[src/rtl/rvc_fetch_aligner.sv]
`default_nettype none
// ============================================================================
//  Module   : rvc_fetch_aligner
//  Purpose  : Turns word-aligned 32-bit fetches into a stream of RV32IC
//             instructions (16-bit compressed or 32-bit), tracking the fetch
//             PC, a 4-halfword queue, one outstanding request and redirects.
//  Revision : 1.0  initial release
// ============================================================================
module rvc_fetch_aligner #(
   parameter logic [31:0] RESET_PC = 32'h0000_0000
) (
   input  logic        clk_in,
   input  logic        rst_in,
   input  logic        flush_in,
   input  logic [31:0] flush_pc_in,
   output logic        req_valid_out,
   output logic [31:0] req_addr_out,
   input  logic        req_ready_in,
   input  logic        resp_valid_in,
   input  logic [31:0] resp_data_in,
   output logic        inst_valid_out,
   output logic [31:0] inst_out,
   output logic [31:0] inst_pc_out,
   output logic        inst_is_c_out,
   input  logic        inst_ready_in
);

   localparam logic [31:0] c_reset_head  = {RESET_PC[31:1], 1'b0};
   localparam logic [31:0] c_reset_fetch = {RESET_PC[31:2], 2'b00};
   localparam logic        c_reset_skip  = RESET_PC[1];

   // registered state
   logic [15:0] buf_q [4];
   logic [15:0] buf_d [4];
   logic [2:0]  count_q, count_d;
   logic [31:0] head_pc_q, head_pc_d;
   logic [31:0] fetch_pc_q, fetch_pc_d;
   logic        skip_low_q, skip_low_d;
   logic        outstanding_q, outstanding_d;
   logic        discard_q, discard_d;

   // combinational helpers
   logic        w_head_c;
   logic        w_inst_avail;
   logic        w_consume;
   logic [2:0]  w_cons_n;
   logic        w_resp_take;
   logic [2:0]  w_app_n;
   logic [2:0]  w_base;
   logic [15:0] w_app0;
   logic [15:0] w_app1;
   logic        w_req_fire;
   logic [15:0] w_shift [4];

   // Head decode: low two bits != 11 mark a compressed instruction.
   assign w_head_c     = (buf_q[0][1:0] != 2'b11);
   assign w_inst_avail = w_head_c ? (count_q >= 3'd1) : (count_q >= 3'd2);
   assign w_consume    = w_inst_avail && inst_ready_in;
   assign w_cons_n     = !w_consume ? 3'd0 : (w_head_c ? 3'd1 : 3'd2);

   // A response is only appended when it belongs to the current stream.
   assign w_resp_take  = resp_valid_in && !discard_q;
   assign w_app_n      = !w_resp_take ? 3'd0 : (skip_low_q ? 3'd1 : 3'd2);
   assign w_app0       = skip_low_q ? resp_data_in[31:16] : resp_data_in[15:0];
   assign w_app1       = resp_data_in[31:16];
   assign w_base       = count_q - w_cons_n;

   // Requests are blocked during reset and in the redirect cycle so a fetch
   // from the old stream can never be issued alongside a flush.
   assign req_valid_out  = !rst_in && !flush_in && !outstanding_q && (count_q <= 3'd2);
   assign req_addr_out   = rst_in ? c_reset_fetch : fetch_pc_q;
   assign w_req_fire     = req_valid_out && req_ready_in;

   // Instruction outputs depend on registered state (reset only forces them).
   assign inst_valid_out = !rst_in && w_inst_avail;
   assign inst_out       = rst_in   ? 32'h0000_0000 :
                           w_head_c ? {16'h0000, buf_q[0]} : {buf_q[1], buf_q[0]};
   assign inst_pc_out    = rst_in ? c_reset_head : head_pc_q;
   assign inst_is_c_out  = rst_in ? 1'b1 : w_head_c;

   // Queue shift by the number of halfwords consumed this cycle.
   always_comb begin
      w_shift = buf_q;
      case (w_cons_n)
         3'd1: begin
            w_shift[0] = buf_q[1];
            w_shift[1] = buf_q[2];
            w_shift[2] = buf_q[3];
            w_shift[3] = 16'h0000;
         end
         3'd2: begin
            w_shift[0] = buf_q[2];
            w_shift[1] = buf_q[3];
            w_shift[2] = 16'h0000;
            w_shift[3] = 16'h0000;
         end
         default: ;
      endcase
   end

   // Next-state: append after shift, track request/response, flush overrides.
   always_comb begin
      buf_d         = w_shift;
      count_d       = count_q - w_cons_n + w_app_n;
      head_pc_d     = head_pc_q + {29'd0, w_cons_n[1:0], 1'b0};
      fetch_pc_d    = fetch_pc_q;
      skip_low_d    = skip_low_q;
      outstanding_d = outstanding_q;
      discard_d     = discard_q;

      for (int i = 0; i < 4; i++) begin
         if ((w_app_n != 3'd0) && (3'(i) == w_base)) begin
            buf_d[i] = w_app0;
         end
         if ((w_app_n == 3'd2) && (3'(i) == (w_base + 3'd1))) begin
            buf_d[i] = w_app1;
         end
      end

      if (w_resp_take && skip_low_q) begin
         skip_low_d = 1'b0;
      end

      // Any response (kept or dropped) retires the single in-flight request.
      if (resp_valid_in) begin
         outstanding_d = 1'b0;
         discard_d     = 1'b0;
      end

      if (w_req_fire) begin
         outstanding_d = 1'b1;
         fetch_pc_d    = fetch_pc_q + 32'd4;
      end

      if (flush_in) begin
         buf_d      = buf_q;
         count_d    = 3'd0;
         head_pc_d  = flush_pc_in & 32'hFFFF_FFFE;
         fetch_pc_d = flush_pc_in & 32'hFFFF_FFFC;
         skip_low_d = flush_pc_in[1];
         if (resp_valid_in) begin
            outstanding_d = 1'b0;
            discard_d     = 1'b0;
         end else if (outstanding_q) begin
            // The stale response is still coming back; drop it on arrival.
            outstanding_d = 1'b1;
            discard_d     = 1'b1;
         end else begin
            outstanding_d = 1'b0;
            discard_d     = 1'b0;
         end
      end
   end

   // State registers with synchronous reset.
   always_ff @(posedge clk_in) begin
      if (rst_in) begin
         for (int i = 0; i < 4; i++) begin
            buf_q[i] <= 16'h0000;
         end
         count_q       <= 3'd0;
         head_pc_q     <= c_reset_head;
         fetch_pc_q    <= c_reset_fetch;
         skip_low_q    <= c_reset_skip;
         outstanding_q <= 1'b0;
         discard_q     <= 1'b0;
      end else begin
         for (int i = 0; i < 4; i++) begin
            buf_q[i] <= buf_d[i];
         end
         count_q       <= count_d;
         head_pc_q     <= head_pc_d;
         fetch_pc_q    <= fetch_pc_d;
         skip_low_q    <= skip_low_d;
         outstanding_q <= outstanding_d;
         discard_q     <= discard_d;
      end
   end

endmodule
`default_nettype wire
[config.mk]
export PLATFORM = sky130hd
export DESIGN_NAME = rvc_fetch_aligner
export DESIGN_NICKNAME = d
export VERILOG_FILES = /design/src/rtl/rvc_fetch_aligner.sv
export SDC_FILE = /design/constraint.sdc
export NUM_CORES = 1
export LEC_CHECK = 0
export ABC_CLOCK_PERIOD_IN_PS = 4500
export BUFFER_PORTS_ARGS = -buffer_cell sky130_fd_sc_hd__buf_2
export CAP_MARGIN = 10
export CORE_UTILIZATION = 40
export DETAILED_ROUTE_END_ITERATION = 8
export SYNTH_ARGS = -nofsm -noshare
export SYNTH_HDL_FRONTEND = slang
export SYNTH_SLANG_ARGS = --single-unit
[constraint.sdc]
create_clock -name clk_in -period 4.5 [get_ports clk_in]
set_input_delay 0.225 -clock clk_in [delete_from_list [all_inputs] [get_ports clk_in]]
set_output_delay 0.225 -clock clk_in [all_outputs]
set_load 0.01 [all_outputs]
* Yosys cells after proc, flatten, opt, wreduce, memory -nomap -nowiden *
Index checks and enable logic that the tools add are counted.

storage, ports and cells
  latch bits = 0
  word-level logic and storage cells = 98
  bits of input ports = 70
  RAM bits = 0
  bits in registers = 134
  ROM bits = 0
  memories = 0

operators by class
  divide/modulo/power cells = 0
  order comparisons = 3
  mux-type cells = 31
  equality and inequality tests = 10
  reduce and logical (&&, ||, !) cells = 36
  multiply operators = 0
  add/subtract/negate cells = 5
  bitwise operators = 1
  shift operators = 0

operator list
  operator                                                                             count
  32-bit 2-to-1 mux                                                                    7
  16-bit 2-to-1 mux                                                                    9
  64-bit case mux with 2 select lines                                                  1
  32-bit by 3-bit adder with 32-bit output                                             1
  32-bit by 3-bit adder with 32-bit output, second input constant                      1
  1-bit logical AND                                                                    16
  4-bit nonzero test                                                                   4
  2-bit by 3-bit equality test with 1-bit output, first input constant                 4
  1-bit 2-to-1 mux                                                                     10
  2-bit 2-to-1 mux                                                                     4
  2-bit AND reduction                                                                  4
  1-bit by 3-bit equality test with 1-bit output, first input constant                 2
  3-bit logical NOT                                                                    2
  2-bit nonzero test                                                                   3
  3-bit nonzero test                                                                   2
  2-bit equality test, second input constant                                           2
  1-bit logical NOT                                                                    4
  3-bit by 1-bit adder with 3-bit output, second input constant                        1
  3-bit by 2-bit adder with 3-bit output                                               1
  3-bit by 1-bit greater-or-equal comparator with 1-bit output, second input constant  1
  3-bit by 2-bit greater-or-equal comparator with 1-bit output, second input constant  1
  3-bit by 2-bit less-or-equal comparator with 1-bit output, second input constant     1
  3-bit by 2-bit subtractor with 3-bit output                                          1
  2-bit by 1-bit equality test with 1-bit output, second input constant                1
  other kinds (3)                                                                      3

* Depth between registers and ports, before layout *
Gate-level depths: netlist of the first run.

  depth in word-level cells = 10
  depth in mapped cells = 19
  gate-level depth less buffers = 14

* Least setup slack after synthesis of the first run *
OpenSTA, ideal clock, no wires.

  path type = reg2reg
  start point = register count_q[2]
  end point = register buf_q[51] in the netlist's numbering
  setup slack = 24 ps
  buffers on the path = 7
  data required time = 4375 ps
  cell stages (with the launch flop) = 18
  period minus slack after synthesis = 4476 ps
  arrival = 4351 ps
  cell sequence = dfxtp_1 -> o2111ai_1 -> clkbuf_1 -> clkbuf_1 -> fa_1 -> xnor2_1 -> clkbuf_1 -> clkbuf_1 -> inv_1 -> ha_1 -> or3b_1 -> or3_1 -> buf_2 -> and3_1 -> buf_2 -> buf_2 -> a21oi_1 -> o2bb2ai_1

on the way
  longest elaborated chain between the ends = 10

ends and longest elaborated chain
  item                                                                                                                                                 line  source
  from (decl)                                                                                                                                          35    logic [2:0] count_q, count_d;
  from (signal assigned)                                                                                                                               171   count_q <= count_d;
  3-bit by 2-bit greater-or-equal comparator with 1-bit output / 3-bit by 1-bit greater-or-equal comparator with 1-bit output (equally long branches)  57    assign w_inst_avail = w_head_c ? (count_q >= 3'd1) : (count_q >= 3'd2);
  1-bit 2-to-1 mux                                                                                                                                     57
  1-bit logical AND                                                                                                                                    58    assign w_consume = w_inst_avail && inst_ready_in;
  2-bit 2-to-1 mux                                                                                                                                     59    assign w_cons_n = !w_consume ? 3'd0 : (w_head_c ? 3'd1 : 3'd2);
  3-bit by 2-bit subtractor with 3-bit output                                                                                                          66    assign w_base = count_q - w_cons_n;
  3-bit by 1-bit adder with 3-bit output                                                                                                               115   if ((w_app_n == 3'd2) && (3'(i) == (w_base + 3'd1))) begin
  3-bit logical NOT                                                                                                                                    115
  1-bit logical AND                                                                                                                                    115
  4-bit nonzero test (no line)                                                                                                                         --
  2-bit AND reduction (no line)                                                                                                                        --
  to (signal, indexed assignment)                                                                                                                      169   buf_q[i] <= buf_d[i];
  to (decl)                                                                                                                                            33    logic [15:0] buf_q [4];

Several ways; a longest one is shown, not always the timed one. The select of a mux whose other input is x is not followed.
A chain may end at the register's enable or synchronous reset.

* Final worst setup path of the first run *
  start point = register count_q[0]
  end point = register buf_q[4] in the netlist's numbering

on the way
  longest elaborated chain between the ends = 10

ends and longest elaborated chain
  item                                                                                                                                                 line
  3-bit by 2-bit greater-or-equal comparator with 1-bit output / 3-bit by 1-bit greater-or-equal comparator with 1-bit output (equally long branches)  57
  1-bit 2-to-1 mux                                                                                                                                     57
  1-bit logical AND                                                                                                                                    58
  2-bit 2-to-1 mux                                                                                                                                     59
  3-bit by 2-bit subtractor with 3-bit output                                                                                                          66
  3-bit by 1-bit adder with 3-bit output                                                                                                               115
  2-bit by 3-bit equality test with 1-bit output                                                                                                       115
  1-bit logical AND                                                                                                                                    115
  4-bit nonzero test (no line)                                                                                                                         --
  2-bit AND reduction (no line)                                                                                                                        --

Several ways; a longest one is shown, not always the timed one.

==> impl_metrics.tcl, run 1 <==
set metrics [dict create \
    status "completed" \
    post_drt_via_cell_ratio 5.782 \
    coreArea_um2 20360 \
    area_growth_pct 19.04 \
    synth.yosys.seq_area_share_pct 31.38 \
    dr.pass1.iters 5 \
    netlist_area_um2 8357 \
    fin_total_pwr_w 0.003674 \
    dieArea_um2 21470 \
    cp.arrival_ns 4.40 \
    path_class "reg -> reg" \
    switching_power_w 0.001185 \
    ys_top_cells_by_area "dfxtp_1 (31%), nor2b_1 (6.8%), nand2_1 (4.5%)" \
    p_seq_share_pct 37.9 \
    routedWlPerCell_um 18.98 \
    clkLatencyLatePin_ns 0.43 \
    cts-root-buf "clkbuf_16" \
    start_kind "flop" \
    leakage_nw 3.913 \
    clkPwrFrac_pct 37.1 \
    r2r_start "count_q[0]$_SDFF_PP0_" \
    n_antenna_cell 0 \
    rsz0062_at_grt "no" \
    hp-start "flush_pc_in[3]" \
    hold_slack_ns 0.07415 \
    ir_worst_vdd_v 0.0002809 \
    final_cell_mix "buf_2 (163), dfxtp_1 (131), nand2_1 (101)" \
    final_common_cell "buf_2" \
    drt-total-wl_um 27330 \
    drc 0 \
    die_w_um 146.5 \
    die_y_um 146.5 \
    drt_iter0_drc 492 \
    cp.required_ns 4.84 \
    globalplace.congestion 0.8418 \
    switching_share_pct 32.24 \
    setup_viol 0 \
    path_cells "a21boi_0, o21ai_2, a21oi_1, ha_1, inv_1, fa_1, inv_1, nor2_1, ha_1, or3b_1, or2_2, a31oi_4, buf_12, nor2_1, a211oi_1" \
    hpwl_um 18030 \
    drv_cap 0 \
    slew_viol_final 0 \
    ys_ff_latch 131 \
    syn_avg_cell_area_um2 8.105 \
    synth_edf_count 0 \
    final.setup_skew_ns 0.01063 \
    fin_tns_setup_ns 0 \
    combPwrFrac_pct 24.9 \
    hold_class "in -> reg" \
    slowest_stage "or3b_1" \
    fin_crit_ns 4.063 \
    p_per_area_nw_per_um2 369.3 \
    synth_top_area_share_pct 31.38 \
    cts_sinks 131 \
    fin_nets 1237 \
    hold_viol 0 \
    syn_inst 1031 \
    cts_resized 0 \
    postCtsSetupBuffers 0 \
    drive_gt1_share_pct 22.05 \
    clkTransAtPathRegs_ns 0.06 \
    worst_slew_pin_slew_ns 1.216 \
    cts_made_buffers 17 \
    synthFlopType "dfxtp_1" \
    ant_nets 0 \
    synth_warnings 0 \
    crit_path_end_kind "flop" \
    synth_top_area_cell "dfxtp_1" \
    core.rowCount 52 \
    grt_pass1_vias 7795 \
    cpPeakStageDelay_ns 0.48 \
    layout_worst_path_cycle_share_pct 90.28 \
    num_io_pins 169 \
    maxSlewHeadroom_pct 18.79 \
    crit_fanout 18 \
    crit_path_start "count_q[0]$_SDFF_PP0_" \
    grt-ovfl-total 0 \
    port_buffers 164 \
    cts_hold_buf 0 \
    ctsHtreeMaxLevel 4 \
    clk_path_buf_depth 2 \
    async_flop_share_pct 0 \
    grt_use_total_pct 25.55 \
    ys_types 64 \
    tritoncts "built" \
    start_util_pct 41.04 \
    num_vias 8326 \
    grt_max_degree 62 \
    p_int_w 0.002490 \
    antenna_found_initial 0 \
    grt_pass1_wl_um 43250 \
    max_clock_freq_ghz 0.2462 \
]
[critical path, delay by kind of cell, from the launching register on]
family                   cells  cell delay, ns
AO/OA/AOI/OAI                5            1.30
adder cells (fa/ha/maj)      3            0.91
buffers and inverters        3            0.43
flip-flops                   1            0.35
AND/OR/NAND/NOR              4            0.98
[cell usage after synthesis, drive strengths merged (4+ instances only)]
cell type,n
dfxtp,131
nand2,101
nor2b,91
clkbuf,63
nor2,62
nor3,43
a21boi,37
a21oi,37
a211oi,34
and3,31
xnor2,27
xor2,26
nand3,25
buf,22
a31oi,21
inv,20
o21a,20
o22ai,19
mux2i,18
nand2b,18
a221o,17
a311oi,17
nand4,17
a32o,16
mux2,16
o2bb2ai,16
a22o,15
o21ai,13
nor4,11
and2,6
ha,6
and4,4
or2,4
or3,4
[state kept, by name, summed over array words and instances, names as in the netlist]
name and flops:
buf_q 64, head_pc_q 31, fetch_pc_q 30, count_q 3
discard_q 1, outstanding_q 1, skip_low_q 1
[power groups by stage]
stage / registers [W] / clock network [W] / logic, W
final: 0.00139 / 0.00136 / 0.000916
after CTS: 0.00139 / 0.00139 / 0.000914
after floorplan: 0.00138 / 0 / 0.000646
after detailed placement: 0.00142 / 0 / 0.000908
after global placement: 0.00142 / 0 / 0.000898
after global routing: 0.00141 / 0.00143 / 0.00100
[final timing paths]
kind	endpoint	slack (ns)	cells past startpoint
max reg2reg	buf_q[4]$_SDFFE_PP0P_	0.44	15
max	buf_q[4]$_SDFFE_PP0P_	0.44	15
min reg2reg	outstanding_q$_SDFFE_PP0P_	0.46	2
min	head_pc_q[3]$_SDFF_PP0_	0.07	3
[cells by family after synthesis]
logic type / Yosys count / synth area share, %
adders and majority gates: 9 / 1.617
muxes: 34 / 4.312
AOI/OAI and AO/OA: 270 / 24.49
xor gates and xnor gates: 53 / 5.555
DFF: 131 / 31.38
and+or+nand+nor: 428 / 27.16
other: 1 / 0.04487
buffers and inverters: 105 / 5.435
[area by class of cell]
class,count,area [µm²]
Multi-Input combinational cell,797,5305
Clock buffer,21,460.4
Fill cell,2075,10420
Inverter,20,75.07
Timing Repair Buffer,191,1039
Sequential cell,131,2623
Clock inverter,10,108.9
Tap cell,270,337.8
[per-layer routing]
metal / wire [µm] / up-vias / GRT usage, %
met5: 0 / - / 0
met4: 695 / 0 / 9.844
met3: 1683 / 50 / 3.500
met2: 12830 / 311 / 42.10
met1: 12120 / 3950 / 33.73
li1: - / 4015 / -
[metrics by stage]
step | instance area, µm² | worst slack (ns) | instances | utilization, %
2_1_floorplan | 8364 | 0.02415 | 1033 | -
3_3_place_gp | 9379 | 0.5087 | 1409 | 46.06
3_5_place_dp | 9379 | 0.4484 | 1409 | 46.06
4_1_cts | 9948 | 0.4230 | 1440 | 48.85
5_1_grt | 9948 | 0.1655 | 1440 | 48.85
6_report | 9948 | 0.4374 | 1440 | 48.85
No activity file was read; power rests on OpenSTA's default activity.
==> inputs of run 2 (changes only) <==
CORE_UTILIZATION = 51   (was 40)
PLACE_DENSITY = 0.78   (was unset)
==> run 2 against run 1 <==
Compared with the run above:
- utilization increased by 13 points
- die area decreased by 21%
- largest power group is now the clock network
- largest cell class unchanged
- cell count decreased by 4.0%
- register-to-register slack got worse by 0.12 ns
==> impl_metrics.tcl, run 2 (synthesized netlist as in run 1, its figures left out) <==
set metrics [dict create \
    hold_class "in -> reg" \
    ir_worst_vdd_v 0.0003285 \
    final_cell_mix "buf_2 (163), dfxtp_1 (131), nand2_1 (101)" \
    n_antenna_cell 0 \
    dp_cells 1350 \
    path_class "reg -> reg" \
    hp-start "flush_pc_in[3]" \
    routedWlPerCell_um 18.60 \
    die_w_um 130.0 \
    hold_viol 0 \
    cts_resized 0 \
    route.met3.wl_um 2099 \
    postCtsSetupBuffers 0 \
    p_int_w 0.002537 \
    grt_pass1_vias 7634 \
    setup_viol 0 \
    area_growth_pct 18.15 \
    maxSlewHeadroom_pct 31.16 \
    switching_power_w 0.001216 \
    max_clock_freq_ghz 0.2389 \
    worst_slew_pin_slew_ns 1.031 \
    final_cell_count_no_fill 1382 \
    leakage_nw 3.898 \
    antenna_found_initial 0 \
    cts_made_buffers 17 \
    clkPwrFrac_pct 38.7 \
    start_util_pct 52.42 \
    ant_nets 0 \
    clkLatencyLatePin_ns 0.43 \
    reg2reg_to "buf_q[42]$_SDFFE_PP0P_" \
    status "completed" \
    cp.arrival_ns 4.53 \
    coreArea_um2 15940 \
    r2r_start "count_q[0]$_SDFF_PP0_" \
    ctsHtreeMaxLevel 4 \
    wl_met1_um 10730 \
    layout_worst_path_cycle_share_pct 93.00 \
    cts_sinks 131 \
    p_seq_share_pct 37.3 \
    dr.pass1.iters 5 \
    slew_viol_final 0 \
    grt_use_total_pct 30.42 \
    drt_iter0_drc 821 \
    dieArea_um2 16900 \
    rsz0062_at_grt "no" \
    p_per_area_nw_per_um2 380.1 \
    met2_length_um 11800 \
    drv_cap 0 \
    r2r_cells 14 \
    largest_reg_flops 64 \
    globalplace.congestion 0.8612 \
    fin_crit_ns 4.185 \
    cts_hold_buf 0 \
    num_io_pins 169 \
    dr.max_layer_used "met4" \
    clk_path_buf_depth 2 \
    core.rowCount 46 \
    clkTransAtPathRegs_ns 0.06 \
    final.setup_skew_ns 0.008402 \
    drc 0 \
    min_path_cells 3 \
    combPwrFrac_pct 24.0 \
    die_y_um 130.0 \
    largest-register "buf_q" \
    tritoncts "built" \
    cp.required_ns 4.85 \
    crit_path_end_kind "flop" \
    fin_tns_setup_ns 0 \
    drt-total-wl_um 25710 \
    min_to "head_pc_q[3]$_SDFF_PP0_" \
    place_ws_ns 0.3933 \
    r2r_slack_ns 0.31 \
    post_drt_via_cell_ratio 6.127 \
    grt_max_degree 76 \
    num_vias 8468 \
    start_kind "flop" \
    grt_pass1_wl_um 39640 \
    switching_share_pct 32.39 \
    grt-ovfl-total 0 \
    hpwl_um 16770 \
    fin_ws_ns 0.3150 \
    cts-root-buf "clkbuf_16" \
    fin_nets 1232 \
    port_buffers 164 \
    crit_fanout 16 \
    largestRegisters "buf_q: 64 flops, head_pc_q: 31 flops, fetch_pc_q: 30 flops" \
    final_common_cell "buf_2" \
    drive_gt1_share_pct 21.96 \
]
run 2: worst max path at each step:
stage / startpoint / to / slack, ns / cells past startpoint
after floorplan: count_q[2]$_SDFF_PP0_ / buf_q[51]$_SDFFE_PP0P_ / 0.02 / 17
after global placement: count_q[0]$_SDFF_PP0_ / buf_q[43]$_SDFFE_PP0P_ / 0.51 / 14
after detailed placement: count_q[0]$_SDFF_PP0_ / buf_q[44]$_SDFFE_PP0P_ / 0.39 / 14
after CTS: count_q[0]$_SDFF_PP0_ / buf_q[42]$_SDFFE_PP0P_ / 0.34 / 14
after global routing: buf_q[48]$_SDFFE_PP0P_ / buf_q[42]$_SDFFE_PP0P_ / 0.01 / 14
final: count_q[0]$_SDFF_PP0_ / buf_q[42]$_SDFFE_PP0P_ / 0.31 / 14
run 2: power by group through the flow:
| stage | combinational (W) | sequential, W | clock (W) |
|---|---|---|---|
| global route | 0.000980 | 0.00141 | 0.00151 |
| CTS | 0.000888 | 0.00140 | 0.00146 |
| global placement | 0.000861 | 0.00142 | 0 |
| floorplan | 0.000646 | 0.00138 | 0 |
| detailed placement | 0.000880 | 0.00142 | 0 |
| finish | 0.000902 | 0.00140 | 0.00145 |
run 2: worst max-delay path: stages (launching register included):
cell	delay, ns
dfxtp_1	0.36
a21boi_0	0.29
o21ai_2	0.10
a21oi_1	0.23
ha_1	0.19
inv_1	0.05
fa_1	0.57
inv_1	0.19
nor2_1	0.07
ha_1	0.26
or3b_1	0.46
or3_1	0.46
a31oi_4	0.60
nor2_1	0.10
nor3_1	0.17
run 2: routing by layer:
layer,global-route usage [%],vias to the layer above
li1,-,3999
met1,38.02,3914
met2,49.73,478
met3,5.166,77
met4,17.24,0
met5,0,-
run 2: through the flow:
step	utilization, %	hold slack, ns	total power, W	instance area [µm²]
6_report	61.93	0.06914	0.003753	9873
4_1_cts	61.93	0.05821	0.003745	9873
2_1_floorplan	-	0.3696	0.002027	8364
5_1_grt	61.93	0.08028	0.003901	9873
3_3_place_gp	58.05	0.4531	0.002277	9255
3_5_place_dp	58.05	0.4586	0.002300	9255
run 2: final cells by class:
class / instances / area (µm²)
fillers: 1434 / 6070
multi-input cells: 797 / 5299
flip-flops and latches: 131 / 2623
repair buffers: 186 / 988.4
clock buffers: 18 / 439.2
well taps: 216 / 270.3
clock inverters: 14 / 178.9
inverters: 20 / 75.07
